==> config.mk <==
export PLATFORM = sky130hd
export DESIGN_NAME = class_vote_decoder
export DESIGN_NICKNAME = d
export VERILOG_FILES = /design/src/rtl/mrelbp_cls_pkg.sv /design/src/rtl/onehot_to_idx.sv /design/src/rtl/class_vote_decoder.sv
export SDC_FILE = /design/constraint.sdc
export NUM_CORES = 1
export LEC_CHECK = 0
export BUFFER_PORTS_ARGS = -buffer_cell sky130_fd_sc_hd__buf_2
export CAP_MARGIN = 20
export CELL_PAD_IN_SITES_DETAIL_PLACEMENT = 0
export CELL_PAD_IN_SITES_GLOBAL_PLACEMENT = 1
export CORE_UTILIZATION = 45
export CTS_BUF_LIST = sky130_fd_sc_hd__clkbuf_2
export DETAILED_ROUTE_END_ITERATION = 8
export PLACE_DENSITY_LB_ADDON = 0.15
export SLEW_MARGIN = 10
export SYNTH_ARGS = -nofsm -noshare
export SYNTH_HDL_FRONTEND = slang
export SYNTH_SLANG_ARGS = --single-unit
==> constraint.sdc <==
create_clock -name i_clk -period 4 [get_ports i_clk]
set_input_delay 0.4 -clock i_clk [delete_from_list [all_inputs] [get_ports i_clk]]
set_output_delay 0.4 -clock i_clk [all_outputs]
set_load 0.05 [all_outputs]
==> src/rtl/mrelbp_cls_pkg.sv <==
// Shared constants and types for the MRELBP texture-class vote stage.
// Class count, label encoding and vote FSM states.
package mrelbp_cls_pkg;

  localparam int NUM_CLASSES = 5;

  typedef enum logic [2:0] {
    BLANKET = 3'd0,
    CANVAS  = 3'd1,
    CEILING = 3'd2,
    CUSHION = 3'd3,
    FLOOR   = 3'd4
  } class_e;

  localparam logic [2:0] LABEL_NONE = 3'd7;

  typedef enum logic [1:0] {
    ACCUM  = 2'd0,
    SCAN   = 2'd1,
    OUTPUT = 2'd2
  } vote_state_e;

endpackage

==> src/rtl/onehot_to_idx.sv <==
// One-hot class beat to binary index.
// o_ok flags beats with exactly one bit set.
module onehot_to_idx #(
  parameter int N = mrelbp_cls_pkg::NUM_CLASSES
) (
  input  logic [N-1:0] i_onehot,
  output logic [2:0]   o_idx,
  output logic         o_ok
);
  import mrelbp_cls_pkg::*;

  always_comb begin
    o_idx = LABEL_NONE;
    for (int i = 0; i < N; i++) begin
      if (i_onehot[i]) o_idx = 3'(i);
    end
  end

  assign o_ok = ($countones(i_onehot) == 1);

endmodule

==> src/rtl/class_vote_decoder.sv <==
// Per-frame majority vote over one-hot class beats.
// Accumulate, scan one class per cycle, then hold the result until taken.
module class_vote_decoder #(
  parameter int NUM_CLASSES = mrelbp_cls_pkg::NUM_CLASSES,
  parameter int CNT_W       = 16
) (
  input  logic                   i_clk,
  input  logic                   i_rst_n,
  input  logic                   i_valid,
  input  logic [NUM_CLASSES-1:0] i_onehot,
  input  logic                   i_last,
  output logic                   o_in_ready,
  output logic                   o_valid,
  input  logic                   i_ready,
  output logic [2:0]             o_label,
  output logic [NUM_CLASSES-1:0] o_label_onehot,
  output logic [CNT_W-1:0]       o_votes,
  output logic [CNT_W-1:0]       o_total,
  output logic [CNT_W-1:0]       o_err_cnt
);
  import mrelbp_cls_pkg::*;

  vote_state_e            state;
  logic [CNT_W-1:0]       votes [NUM_CLASSES];
  logic [CNT_W-1:0]       total;
  logic [CNT_W-1:0]       err_cnt;
  logic [CNT_W-1:0]       best_cnt;
  logic [2:0]             best_idx;
  logic [2:0]             scan_k;
  logic [2:0]             beat_idx;
  logic                   beat_ok;
  logic                   accept;
  logic [NUM_CLASSES-1:0] best_oh;

  onehot_to_idx #(
    .N (NUM_CLASSES)
  ) u_dec (
    .i_onehot (i_onehot),
    .o_idx    (beat_idx),
    .o_ok     (beat_ok)
  );

  function automatic logic [CNT_W-1:0] sat_inc(
    input logic [CNT_W-1:0] v
  );
    return (&v) ? v : v + 1'b1;
  endfunction

  assign o_in_ready = (state == ACCUM);
  assign accept     = i_valid & o_in_ready;

  // LABEL_NONE matches no position, so it maps to all zeros
  always_comb begin
    best_oh = '0;
    for (int i = 0; i < NUM_CLASSES; i++) begin
      best_oh[i] = (best_idx == 3'(i));
    end
  end

  always_ff @(posedge i_clk) begin
    if (!i_rst_n) begin
      state    <= ACCUM;
      for (int i = 0; i < NUM_CLASSES; i++) votes[i] <= '0;
      total    <= '0;
      err_cnt  <= '0;
      scan_k   <= '0;
      best_idx <= LABEL_NONE;
      best_cnt <= '0;
      o_valid  <= 1'b0;
      o_label  <= LABEL_NONE;
      o_label_onehot <= '0;
      o_votes   <= '0;
      o_total   <= '0;
      o_err_cnt <= '0;
    end else begin
      unique case (state)
        ACCUM: begin
          if (accept) begin
            if (beat_ok) begin
              votes[beat_idx] <= sat_inc(votes[beat_idx]);
              total <= sat_inc(total);
            end else begin
              err_cnt <= sat_inc(err_cnt);
            end
            if (i_last) begin
              state    <= SCAN;
              scan_k   <= '0;
              best_idx <= LABEL_NONE;
              best_cnt <= '0;
            end
          end
        end
        SCAN: begin
          // strict compare: ties keep the lower index
          if (votes[scan_k] > best_cnt) begin
            best_idx <= scan_k;
            best_cnt <= votes[scan_k];
          end
          scan_k <= scan_k + 3'd1;
          if (scan_k == 3'(NUM_CLASSES - 1)) state <= OUTPUT;
        end
        OUTPUT: begin
          if (!o_valid) begin
            o_valid        <= 1'b1;
            o_label        <= best_idx;
            o_label_onehot <= best_oh;
            o_votes        <= best_cnt;
            o_total        <= total;
            o_err_cnt      <= err_cnt;
          end else if (i_ready) begin
            o_valid <= 1'b0;
            state   <= ACCUM;
            for (int i = 0; i < NUM_CLASSES; i++) votes[i] <= '0;
            total   <= '0;
            err_cnt <= '0;
          end
        end
        default: state <= ACCUM;
      endcase
    end
  end

endmodule
After elaboration in Yosys (flattened, before gate mapping)

Memory sizes are Yosys's and may differ from the RTL's. A register that Yosys moved wholly into a read port is not among the register bits.
Cells that the tools add are included.

Bits in registers: 113
RAM bits: 80
Output and inout bits: 58
Logic and storage cells: 117
Memories: 1

Add/subtract/negate cells: 8
Magnitude comparators: 1
Eq/ne operators: 18
Mux-type cells: 56
Bitwise gates (word level): 7
Reduce and logical (&&, ||, !) cells: 14

Memories:

| memory | depth | width | read ports | clocked after Yosys merged registers in | wr ports | RTL line                 | source |
|---|---|---|---|---|---|---|---|
| votes  | 5     | 16    | 2          | 1                                       | 5        | class_vote_decoder.sv:24 | `logic [CNT_W-1:0] votes [NUM_CLASSES];` |

Operators by type and width:

| kind                  | count |
|---|---|
| $mux 16               | 18 |
| $pmux 16 s2           | 3 |
| $add 16x1->16 const B | 3 |
| $reduce_and 16->1     | 3 |
| $mux 3                | 13 |
| $add 32x1->32         | 1 |
| $add 32x32->32        | 1 |
| $eq 32x2->1 const B   | 1 |
| $gt 16x16->1          | 1 |
| $ne 2x2->1 const B    | 8 |
| $reduce_or 16->1      | 1 |
| $mux 1                | 14 |
| $pmux 3 s2            | 2 |
| $reduce_and 6->1      | 2 |
| $mux 2                | 5 |
| $eq 3x2->1 const B    | 2 |
| $eq 3x3->1 const B    | 2 |
| $pmux 2 s3            | 1 |
| $or 1x1->1            | 5 |
| $reduce_and 5->1      | 1 |
| $add 1x1->2           | 2 |
| $ne 2x1->1 const B    | 2 |
| $reduce_and 4->1      | 1 |
| $reduce_bool 2->1     | 2 |
| 10 further kinds      | 10 |

Logic depth before layout (Yosys ltp)

Gate-level depths: netlist of run 1.

Depth after elaboration: 11
Depth in mapped cells: 16

Cells and area by module

From an unflattened synthesis of run 1, not the netlist that was laid out.

Cell total of the unflattened synthesis: 1051
Area, all modules: 11923.9 µm²

Modules (own cells, without submodules):

| module             | instances | cells each | area an instance (µm²) | seq. area each (µm²) |
|---|---|---|---|---|
| class_vote_decoder | 1         | 1034       | 11785.1                | 6165.9 |
| onehot_to_idx      | 1         | 17         | 138.9                  | 0.0 |

Least setup slack after synthesis of run 1

No wires, ideal clock.

Path type: register -> register
Start point: register with a tool-made name
End point: register best_cnt[10]
Library setup time: 74 ps
Arrival: 4111 ps
Path slack: -184 ps
Stages on the path, launching flop included: 15
Path buffers: 4
Path through: dfxtp_1 -> clkbuf_1 -> buf_1 -> mux4_2 -> mux2_2 -> ha_1 -> a21o_1 -> a21o_1 -> a21o_1 -> a21oi_1 -> nor2_1 -> o21ai_0 -> buf_1 -> clkbuf_1 -> mux2i_1

RTL lines:

| what                 | RTL line                 | source |
|---|---|---|
| to (signal assigned) | class_vote_decoder.sv:97 | `best_cnt <= votes[scan_k];` |
| to (decl)            | class_vote_decoder.sv:27 | `logic [CNT_W-1:0] best_cnt;` |

==> key figures, run 1 <==
Outcome
  – Outcome: finished, violations left
  – Failing checks: design-rule violations

Die
  – Height of the die: 165.5 um
  – Full die area: approximately 0.027 sq mm
  – Number of cell rows: 59
  – I/O pin cnt: 68
  – Core Region: 0.02613 sq mm
  – Initial Utilization: 46.05%
  – Die width: 165.5 um

STA
  – Slew margin rel.: 31.88%
  – # setup viols final: 0
  – Skew final: 56.88 ps
  – Final worst path period need: 3369 ps
  – Slew Viols, Final: 0
  – Worst slew pin tran: 1015 ps
  – TNS Setup: 0 ps
  – Final hold slack: 253.5 ps
  – Ratio of final minimum period to clock period: between 80% and 90%
  – Final hold vios: 0
  – RSZ-0062 raised after global routing: no
  – FMAX: 296.9 MHz

Logic synthesis
  – Post-synth top area cell: edfxtp_1
  – Mean post-synth cell area: about 10 sq um
  – Dominant synthesized flop cell: edfxtp_1
  – Yosys warns: 0
  – Synth Register Bits: 244
  – Top cells by count, synth: 209 x nand2_1, 134 x a21oi_1, 128 x edfxtp_1, 116 x dfxtp_1, 112 x nor2_1
  – Yosys top cell area share: 31.94%
  – Async S/R FF share, synth: 0%
  – Largest cells by area after synthesis: edfxtp_1 32%, dfxtp_1 19%, nand2_1 6.5%, mux4_2 6.0%, a21oi_1 5.6%
  – Cells after Synth: 1198
  – Sequential-to-total area share from yosys stat: 51.24%
  – Netlist Area Pre-Place: 0.01203 sq mm
  – Post-synthesis cell type count: 67
  – Most frequent cell after synthesis: nand2_1
  – Post-synth EDFFs: 128

Worst setup path
  – Worst EP arrival: approximately 4100 ps
  – Crit path required time: 4770 ps
  – CP endpoint kind: flip-flop
  – Worst Path Class, Setup: flip-flop to flip-flop
  – Startpoint types: flip-flop
  – CP Max Fanout: 15

Job
  – Max-cap violations: 0

Placed design
  – GPL Wtd Cong: 0.8299
  – Final HPWL from detailed placement: between 20000 and 25000 um
  – # port buffers: 67

Clocking
  – Post-CTS setup buffers: 0
  – CTS tree: yes
  – CTS sink count: about 240
  – H-tree depth reported by CTS: 2
  – Clock buffer depth: 3
  – Number of gates resized after CTS: 0
  – Hold-fix buffers, CTS: 4
  – CTS Root Cell: clkbuf_2
  – Clock slew at reported path FFs: 120 ps
  – Skew-Pair Late Insertion Delay: 860 ps
  – CTS buffer count: 61

Power and ir drop
  – Worst VDD drop: roughly 220 uV
  – PwrDens: 364.1 mW/mm^2
  – Leak pwr: around 5.1 nW

GRT
  – M2 GR Usage: 38.24%
  – Met1 Use GR: between 30% and 40%
  – Met3 Use GR: between 4 and 5%
  – Global route overflow: 0
  – Largest net degree at the start of global routing: 63
  – Antenna violations before repair: 1
  – GR peak layer: met2
  – Vias in the first global route: 9096
  – First-pass GRT wire length: 49070 um
  – GRT Overall Usage: a little under a quarter

Finish
  – Area delta synth->final: 12.62%
  – Area of the multi-input gates: 0.005468 sq mm
  – Fillers: about 2500
  – Sequential cell area: 0.006167 sq mm
  – Layout net count: 1362
  – Share of post-route cells with drive strength above 1: between 20% and 30%

Drt
  – Via-per-instance ratio: 5.602
  – Mean routed wirelength per cell: 18.49 um
  – Antenna-violating nets left: 0
  – Via count: 9496
  – # DRC: 14
  – DR pass1 iterations: 8
  – Initial DRC Count: 763
  – Final wirelength: 31340 um

Worst hold path
  – Hold Path Class: input pin to flip-flop
==> stage by stage <==
| stage | instances | cell area (sq um) | util [%] | setup WS (ps) | total power [W] |
|---|---|---|---|---|---|
| 2_1_floorplan | 1213 | 12100 | - | 91.69 | 0.003145 |
| 3_3_place_gp | 1593 | 12980 | 49.67 | 247.3 | 0.003314 |
| 3_5_place_dp | 1593 | 12980 | 49.67 | 215.3 | 0.003321 |
| 4_1_cts | 1694 | 13550 | 51.85 | 572.9 | 0.005005 |
| 5_1_grt | 1695 | 13550 | 51.86 | 388.7 | 0.005176 |
| 6_report | 1695 | 13550 | 51.86 | 631.3 | 0.004935 |
==> per-layer routing <==
layer / vias up / routed length, um
met2: 319 / 14660
met4: 0 / 693
met5: - / 0
li1: 4585 / -
met3: 63 / 1952
met1: 4529 / 14030
==> flip-flops by register name, summed over array words and instances (netlist names), named ones only <==
register and cells:
votes 128, best_cnt 16, o_valid 1, err_cnt 16, o_label 3, o_votes 16, scan_k 3, total 16
o_total 16, o_label_onehot 5, o_err_cnt 16, state 2, best_idx 3
==> final timing paths <==
path	start	end	slack, ps	cells past startpoint
min	i_onehot[3]	votes[1][14]	250	3
max reg2reg	flip-flop	best_cnt[14]	630	12
min reg2reg	o_votes[14]	o_votes[14]	450	2
max	flip-flop	best_cnt[14]	630	12
==> where the power goes <==
group | internal (W) | switching [W] | total (W)
registers | 0.00270 | 0.0000361 | 0.00273
logic | 0.000205 | 0.000330 | 0.000535
clock network | 0.000708 | 0.000959 | 0.00167
==> area by class of cell <==
type	count	share of cell area, %
sequential	244	45.51
multi-input combinational	846	40.35
timing repair buffer	121	5.724
clock buffer	89	3.287
tap	335	3.093
inverter	51	1.413
clock inverter	8	0.6094
antenna	1	0.01847
==> worst max-delay path, cell delays in order, from the launching register on <==
cell and delay, ps:
dfxtp_2 420, buf_12 200, mux4_2 530, mux2_2 330
ha_1 300, a21o_1 180, a21o_1 160, a21o_1 160
a21oi_1 130, nor2_1 60, o21ai_2 320, buf_4 280
mux2i_1 200
==> cells in the final DEF, fill, tap and decap left out, drive strengths merged, types with 20 or more instances in the layout <==
master / count
nand3: 27
mux2i: 20
a21oi: 134
edfxtp: 128
mux2: 21
dfxtp: 116
mux4: 32
o21ai: 20
inv: 52
ha: 25
a22oi: 28
clkbuf: 89
nand2: 209
nor2: 113
buf: 117
==> logic make-up after synthesis <==
logic type | after synthesis | share of synthesized area [%]
buf+inv | 123 | 4.263
other cells | 1 | 0.03116
simple gates | 458 | 17.37
xor+xnor | 25 | 1.820
compound gates | 247 | 12.70
fa+ha+maj | 27 | 2.932
mux | 73 | 9.650
flops | 244 | 51.24
Note: power is estimated with default switching activity, not from simulation.
==> inputs of run 2 (changes only) <==
--- a/config.mk
+++ b/config.mk
@@ -5,11 +5,12 @@
 export SDC_FILE = /design/constraint.sdc
 export NUM_CORES = 1
 export LEC_CHECK = 0
+export ABC_AREA = 1
 export BUFFER_PORTS_ARGS = -buffer_cell sky130_fd_sc_hd__buf_2
 export CAP_MARGIN = 20
 export CELL_PAD_IN_SITES_DETAIL_PLACEMENT = 0
 export CELL_PAD_IN_SITES_GLOBAL_PLACEMENT = 1
-export CORE_UTILIZATION = 45
+export CORE_UTILIZATION = 48
 export CTS_BUF_LIST = sky130_fd_sc_hd__clkbuf_2
 export DETAILED_ROUTE_END_ITERATION = 8
 export PLACE_DENSITY_LB_ADDON = 0.15
==> constraint.sdc (replaced) <==
create_clock -name i_clk -period 3.1 [get_ports i_clk]
set_input_delay 0.31 -clock i_clk [delete_from_list [all_inputs] [get_ports i_clk]]
set_output_delay 0.31 -clock i_clk [all_outputs]
set_load 0.05 [all_outputs]
==> run 2 against run 1 <==
The flow now finishes without violations; die area decreased by 3.2%; synthesized cell count grew 28%; utilization grew 6.2 points; combinational power is 140% higher; final cell count rose by 24%; sequential power up 33%; via count rose by 19%; routed wire length up 18%; synthesized area is 3.2% higher; register-to-register slack worse by 330 ps; setup slack worse by 330 ps; clock power rose by 44%; critical path type unchanged; largest power group unchanged.
==> key figures, run 2 <==
GRT
  – Vias in the first global route: about 11000
  – First-pass GRT wire length: around 57000 um
  – GRT Overall Usage: around 28%
  – Global route overflow: 0
  – Antenna violations before repair: 1
  – Largest net degree at the start of global routing: 52

Logic synthesis
  – Top cells by count, synth: 267 x nand2_1, 189 x nor2_1, 179 x inv_1, 145 x a21oi_1, 135 x o21ai_0
  – Sequential-to-total area share from yosys stat: 49.65%
  – Post-synth EDFFs: 128
  – Yosys warns: 0
  – Netlist Area Pre-Place: 0.01242 sq mm
  – Post-synth top area cell: edfxtp_1
  – Largest cells by area after synthesis: edfxtp_1 31%, dfxtp_1 19%, nand2_1 8.1%, a21oi_1 5.8%, nor2_1 5.7%
  – Synth Register Bits: 244
  – Post-synthesis cell type count: 41
  – Dominant synthesized flop cell: edfxtp_1
  – Yosys top cell area share: 30.95%
  – Cells after Synth: 1539
  – Async S/R FF share, synth: 0%
  – Most frequent cell after synthesis: nand2_1
  – Mean post-synth cell area: a little over 8 sq um

Finish
  – Largest Register: votes
  – Commonest non-fill, non-tap cells in the layout: 262 x nand2_1, 189 x nor2_1, 176 x inv_1
  – Core Util, Final: between 50% and 60%
  – Fillers: 2372
  – Layout net count: 1774
  – Commonest non-fill, non-tap cell in the layout: nand2_1
  – Share of post-route cells with drive strength above 1: 19.73%
  – Final instance area: between 0.01 and 0.015 sq mm
  – Max reg flops: 128
  – Area delta synth->final: 18.10%

Worst setup path
  – CP endpoint kind: flip-flop
  – Worst R2R Path Depth: 17
  – Slowest stage delay, CP: 390 ps
  – WP depth: 17
  – Crit path required time: ~3800 ps
  – Worst Path Class, Setup: flip-flop to flip-flop
  – Cell Chain, Critical Path: inv_4 -> buf_4 -> o21ai_0 -> o21ai_0 -> nor2_1 -> a31oi_2 -> buf_4 -> ha_1 -> nand2_1 -> nor4_4 -> buf_4 -> a21oi_1 -> nand3_1 -> nand2_2 -> buf_4 -> a21oi_1 -> o21ai_0
  – Crit path top cell by count: buf_4
  – Startpoint types: flip-flop
  – WP buf/inv: 5
  – Critical-path top delay cell: dfxtp_4
  – CP Max Fanout: 17
  – Worst EP arrival: roughly 3500 ps
  – Family with the most delay on the worst path: buffers and inverters

Clocking
  – CTS buffer count: 67
  – CTS Root Cell: clkbuf_2
  – Clock buffer depth: 3
  – Clock slew at reported path FFs: 100 ps
  – CTS sink count: 244
  – CTS tree: yes
  – H-tree depth reported by CTS: 3
  – Skew-Pair Late Insertion Delay: 830 ps

Die
  – Full die area: roughly 0.027 sq mm
  – Core Region: 0.02525 sq mm
  – I/O pin cnt: between 60 and 70
  – Number of cell rows: a little under 60
  – Initial Utilization: between 40% and 50%
  – Die width: around 160 um
  – Height of the die: 162.9 um

STA
  – FMAX: about 360 MHz
  – TNS Setup: 0 ps
  – Final worst path period need: roughly 2800 ps
  – Worst slew pin tran: 694.6 ps
  – Final hold vios: 0
  – RSZ-0062 raised after global routing: no
  – Ratio of final minimum period to clock period: 90.40%
  – Skew final: 70.21 ps
  – Slew margin rel.: between 50% and 60%
  – Slew Viols, Final: 0
  – # setup viols final: 0

Worst hold path
  – Hold Path Class: input pin to flip-flop
  – Hold-critical path depth: 6

Outcome
  – Outcome: completed

Drt
  – Mean routed wirelength per cell: 17.55 um
  – # DRC: 0
  – Final wirelength: around 37000 um
  – Via-per-instance ratio: 5.373
  – Antenna-violating nets left: 0
  – DR pass1 iterations: 5
  – Via count: 11340
  – Initial DRC Count: 1092

Power and ir drop
  – Power Total: ~0.0073 W
  – PwrDens: roughly 500 mW/mm^2
  – Leak pwr: 6.413 nW
  – Worst VDD drop: 260.2 uV

Placed design
  – GPL Wtd Cong: 0.9007
  – Final HPWL from detailed placement: between 20000 and 30000 um
  – Placed Area: around 0.014 sq mm
  – # port buffers: 67

Job
  – Max-cap violations: 0
==> run 2: cell count changes after synthesis, sizes merged, moves of 15 or more <==
cell and delta:
mux2 -21, inv +138, xnor2 -15, nor2 +90, mux4 -32, nand3 +119
o21ai +118, a22oi -27, mux2i -20, nand2 +66
==> run 2: path summary, 6_finish.rpt <==
check	to	start	slack [ps]
worst min-delay path	flip-flop	i_valid	110
worst max-delay path	best_idx[0]	flip-flop	300
worst max register to register	best_idx[0]	flip-flop	300
worst min register to register	o_total[15]	o_total[15]	460
==> run 2: logic make-up after synthesis <==
kind of cell | after synthesis | synth area share [%]
AOI/OAI and AO/OA | 335 | 14.45
and+or+nand+nor | 660 | 23.73
DFF | 244 | 49.65
xor gates and xnor gates | 5 | 0.3526
adders and majority gates | 27 | 2.841
buffers and inverters | 267 | 8.956
other | 1 | 0.03019
==> run 2: cell type report <==
type	instances	area, sq um	share of cell area [%]
sequential	244	6171	42.07
antenna	1	2.502	0.01706
tap	330	412.9	2.815
clock buffer	99	495.5	3.378
inverter	190	716.9	4.888
multi-input combinational	1043	5256	35.84
timing repair buffer	191	1489	10.15
clock inverter	12	123.9	0.8445
==> run 2: repair_timing <==
item	in CTS	in global routing
hold buffers	5	0
gates resized for setup	0	23
setup buffers	0	1
setup endpoints to repair	0	19
hold endpoints to repair	5	0
==> run 2: routing by layer <==
metal | wire length [um] | GRT usage [%] | vias up
met5 | 0 | 0 | -
met3 | 2953 | 6.366 | 72
li1 | - | - | 5562
met1 | 16110 | 37.18 | 5255
met2 | 16830 | 44.27 | 447
met4 | 1132 | 11.47 | 0
==> run 2: worst register-to-register path, stage by stage (launching register included) <==
cell and delay, ps:
dfxtp_4 390, inv_4 90, buf_4 190, o21ai_0 140, o21ai_0 100, nor2_1 150
a31oi_2 80, buf_4 170, ha_1 280, nand2_1 100, nor4_4 230, buf_4 140
a21oi_1 50, nand3_1 90, nand2_2 90, buf_4 160, a21oi_1 120, o21ai_0 100
==> run 2: power breakdown <==
group	switching, W	internal [W]	total [W]
clock	0.00132	0.00108	0.00241
sequential	0.0000721	0.00355	0.00362
combinational	0.000860	0.000431	0.00129
==> run 2: per-stage QoR <==
stage                     std cells  hold slack, ps  setup slack (ps)
final                          2110           106.9             297.6
after global routing           2110           100.5             29.09
after CTS                      2107           35.30             37.25
after detailed placement       1991           451.9            -193.0
after global placement         1991           449.2            -113.9
after floorplan                1554           445.1            -78.32
==> inputs of run 3 (changes only) <==
--- a/config.mk
+++ b/config.mk
@@ -10,10 +10,11 @@
 export CAP_MARGIN = 20
 export CELL_PAD_IN_SITES_DETAIL_PLACEMENT = 0
 export CELL_PAD_IN_SITES_GLOBAL_PLACEMENT = 1
-export CORE_UTILIZATION = 48
-export CTS_BUF_LIST = sky130_fd_sc_hd__clkbuf_2
+export CORE_UTILIZATION = 46
+export CTS_BUF_LIST = sky130_fd_sc_hd__clkbuf_4 sky130_fd_sc_hd__clkbuf_8 sky130_fd_sc_hd__clkbuf_16
 export DETAILED_ROUTE_END_ITERATION = 8
 export PLACE_DENSITY_LB_ADDON = 0.15
+export REMOVE_ABC_BUFFERS = 1
 export SLEW_MARGIN = 10
 export SYNTH_ARGS = -nofsm -noshare
 export SYNTH_HDL_FRONTEND = slang
==> run 3 against run 2 <==
Combinational power is 5% lower; critical path depth unchanged; clock skew is 51 ps lower; via count fell by 4.3%; final cell count is 3.5% lower; critical path type unchanged; sequential cell count did not move; setup slack got worse by 100 ps; die area rose by 4.3%; sequential power hardly changed; sequential share of layout area fell by 0.38 points; first-iteration DRC count decreased by 18%; highest routed layer unchanged; non-clock buffer count is 16 lower; the flow now finishes with violations (design-rule violations).
==> key figures, run 3 (same netlist as run 2, synthesis figures left out) <==
Drt
  – Via-per-instance ratio: 5.325
  – DR pass1 iterations: 7
  – Mean routed wirelength per cell: 17.11 um
  – Via count: 10850
  – Final wirelength: 34850 um
  – # DRC: 16
  – Initial DRC Count: 898
  – Antenna-violating nets left: 0

STA
  – Slew margin rel.: 47.80%
  – Final hold slack: 184.5 ps
  – Skew final: 18.71 ps
  – Ratio of final minimum period to clock period: 93.71%
  – FMAX: 344.2 MHz
  – Worst slew pin tran: 780.1 ps
  – Fin worst setup slack: about 200 ps
  – Final hold vios: 0
  – Final worst path period need: 2905 ps
  – # setup viols final: 0
  – Slew Viols, Final: 0

Worst setup path
  – Critical-path top delay cell: dfxtp_2
  – Startpoint types: flip-flop
  – WP buf/inv: 4
  – CP endpoint kind: flip-flop
  – Worst Path Class, Setup: flip-flop to flip-flop
  – CP Max Fanout: 35
  – Worst EP arrival: 3370 ps
  – Slowest stage delay, CP: 390 ps
  – Crit path top cell by count: o21ai_0
  – Crit path required time: 3560 ps
  – Cell Chain, Critical Path: inv_2 -> buf_12 -> o21ai_0 -> o22ai_1 -> nor2_1 -> a31oi_2 -> ha_1 -> nand2_1 -> nor4_2 -> buf_4 -> o21ai_0 -> nand2_1 -> nand3_1 -> nand2_2 -> buf_4 -> o21ai_0 -> o211ai_1
  – Family with the most delay on the worst path: simple AND/OR/NAND/NOR gates

Power and ir drop
  – Power Total: a little over 0.008 W
  – Comb power frac: around 15%
  – Int Pwr: 0.005911 W
  – Worst VDD drop: 380.0 uV
  – Sw power: 0.002237 W
  – Leak pwr: between 6 and 7 nW
  – Clk pwr share: 40.3%
  – Sw frac: a little over a quarter
  – Reg power frac: between 40 and 50%
  – PwrDens: 550.7 mW/mm^2

Outcome
  – Outcome: finished, violations left
  – Failing checks: design-rule violations

Clocking
  – H-tree depth reported by CTS: 1
  – CTS buffer count: 27
  – Hold-fix buffers, CTS: 0
  – Post-CTS setup buffers: 0
  – Clock slew at reported path FFs: around 60 ps
  – CTS Root Cell: clkbuf_16
  – Clock buffer depth: 3
  – CTS sink count: 244
  – CTS tree: yes
  – Skew-Pair Late Insertion Delay: ~550 ps

Job
  – Max-cap violations: 0

GRT
  – Vias in the first global route: 10090
  – Global route overflow: 0
  – First-pass GRT wire length: about 56000 um
  – Largest net degree at the start of global routing: 48
  – GRT Overall Usage: 25.26%
  – Antenna violations before repair: 0

Die
  – Initial Utilization: between 40% and 50%
  – Height of the die: 166.3 um
  – I/O pin cnt: 68
  – Full die area: 0.02766 sq mm
  – Core Region: 0.02628 sq mm
  – Number of cell rows: 59
  – Die width: 166.3 um

Finish
  – Layout Cells excl Fill: 2037
  – Commonest non-fill, non-tap cells in the layout: 266 x nand2_1, 189 x nor2_1, 178 x inv_1
  – Final instance area: 0.01480 sq mm
  – Layout net count: 1718
  – # diodes: 0
  – Largest Register: votes
  – Share of post-route cells with drive strength above 1: 16.69%
  – Area delta synth->final: 19.13%
  – Fillers: approximately 2500
  – Max reg flops: 128
  – Commonest non-fill, non-tap cell in the layout: nand2_1

Placed design
  – GPL Wtd Cong: ~0.9
  – # port buffers: 67
  – Placed Cells: 1987
  – Placed Area: 0.01380 sq mm
  – Post-place setup slack: -143.7 ps
  – Final HPWL from detailed placement: 25730 um

Worst hold path
  – Hold Path Class: input pin to flip-flop
[run 3: changes by cell type in the layout (fill, tap and decap cells not counted), moves of 5 or more]
cell and delta:
clkinv_1 -7, buf_4 -6, clkinv_2 +6, clkbuf_16 +29, dlygate4sd3_1 -5, clkbuf_2 -99
[run 3: worst min-delay path: cells and delay by family]
kind	cells	cell delay (ps)
simple gates	1	50
compound gates	2	250
buf+inv	1	90
[run 3: routing by layer]
| metal | share of wire, % | vias up | wire length (um) | track usage (%) |
|---|---|---|---|---|
| li1 | - | 5412 | - | - |
| met1 | 45 | 5008 | 15790 | 35.36 |
| met2 | 46 | 386 | 15870 | 40.89 |
| met3 | 7.1 | 42 | 2484 | 3.813 |
| met4 | 2.0 | 0 | 705 | 6.562 |
| met5 | 0 | - | 0 | 0 |
[run 3: worst paths after layout]
path	from	to	slack (ps)	cells past startpoint
max	flip-flop	best_idx[2]	200	17
min	i_ready	state[1]	180	4
max reg2reg	flip-flop	best_idx[2]	200	17
min reg2reg	o_total[4]	o_total[4]	460	2
[run 3: repair_timing]
item	in CTS	in global routing
pin swaps	0	1
endpoints found under the setup margin	1	19
resized for setup	2	11
gates cloned	0	0
[run 3: layout make-up]
| type | count | area (sq um) | area share [%] |
|---|---|---|---|
| Inverter | 190 | 714.4 | 4.829 |
| Clock buffer | 37 | 828.3 | 5.598 |
| Tap cell | 335 | 419.2 | 2.833 |
| Multi-Input combinational cell | 1043 | 5254 | 35.51 |
| Timing Repair Buffer | 175 | 1311 | 8.863 |
| Clock inverter | 13 | 100.1 | 0.6765 |
| Sequential cell | 244 | 6168 | 41.69 |
[run 3: through the flow]
stage | util [%] | TNS (ps)
finish | 56.30 | 0
global route | 56.30 | -2.398
CTS | 56.11 | 0
detailed placement | 52.53 | -4904
global placement | 52.53 | -3.251
floorplan | - | -33360
[run 3: power by group through the flow]
stage | registers, W | clock network (W) | logic [W]
after floorplan | 0.00377 | 0 | 0.000630
after global placement | 0.00369 | 0 | 0.00121
after detailed placement | 0.00369 | 0 | 0.00122
after CTS | 0.00362 | 0.00334 | 0.00123
after global routing | 0.00364 | 0.00348 | 0.00136
final | 0.00363 | 0.00329 | 0.00123
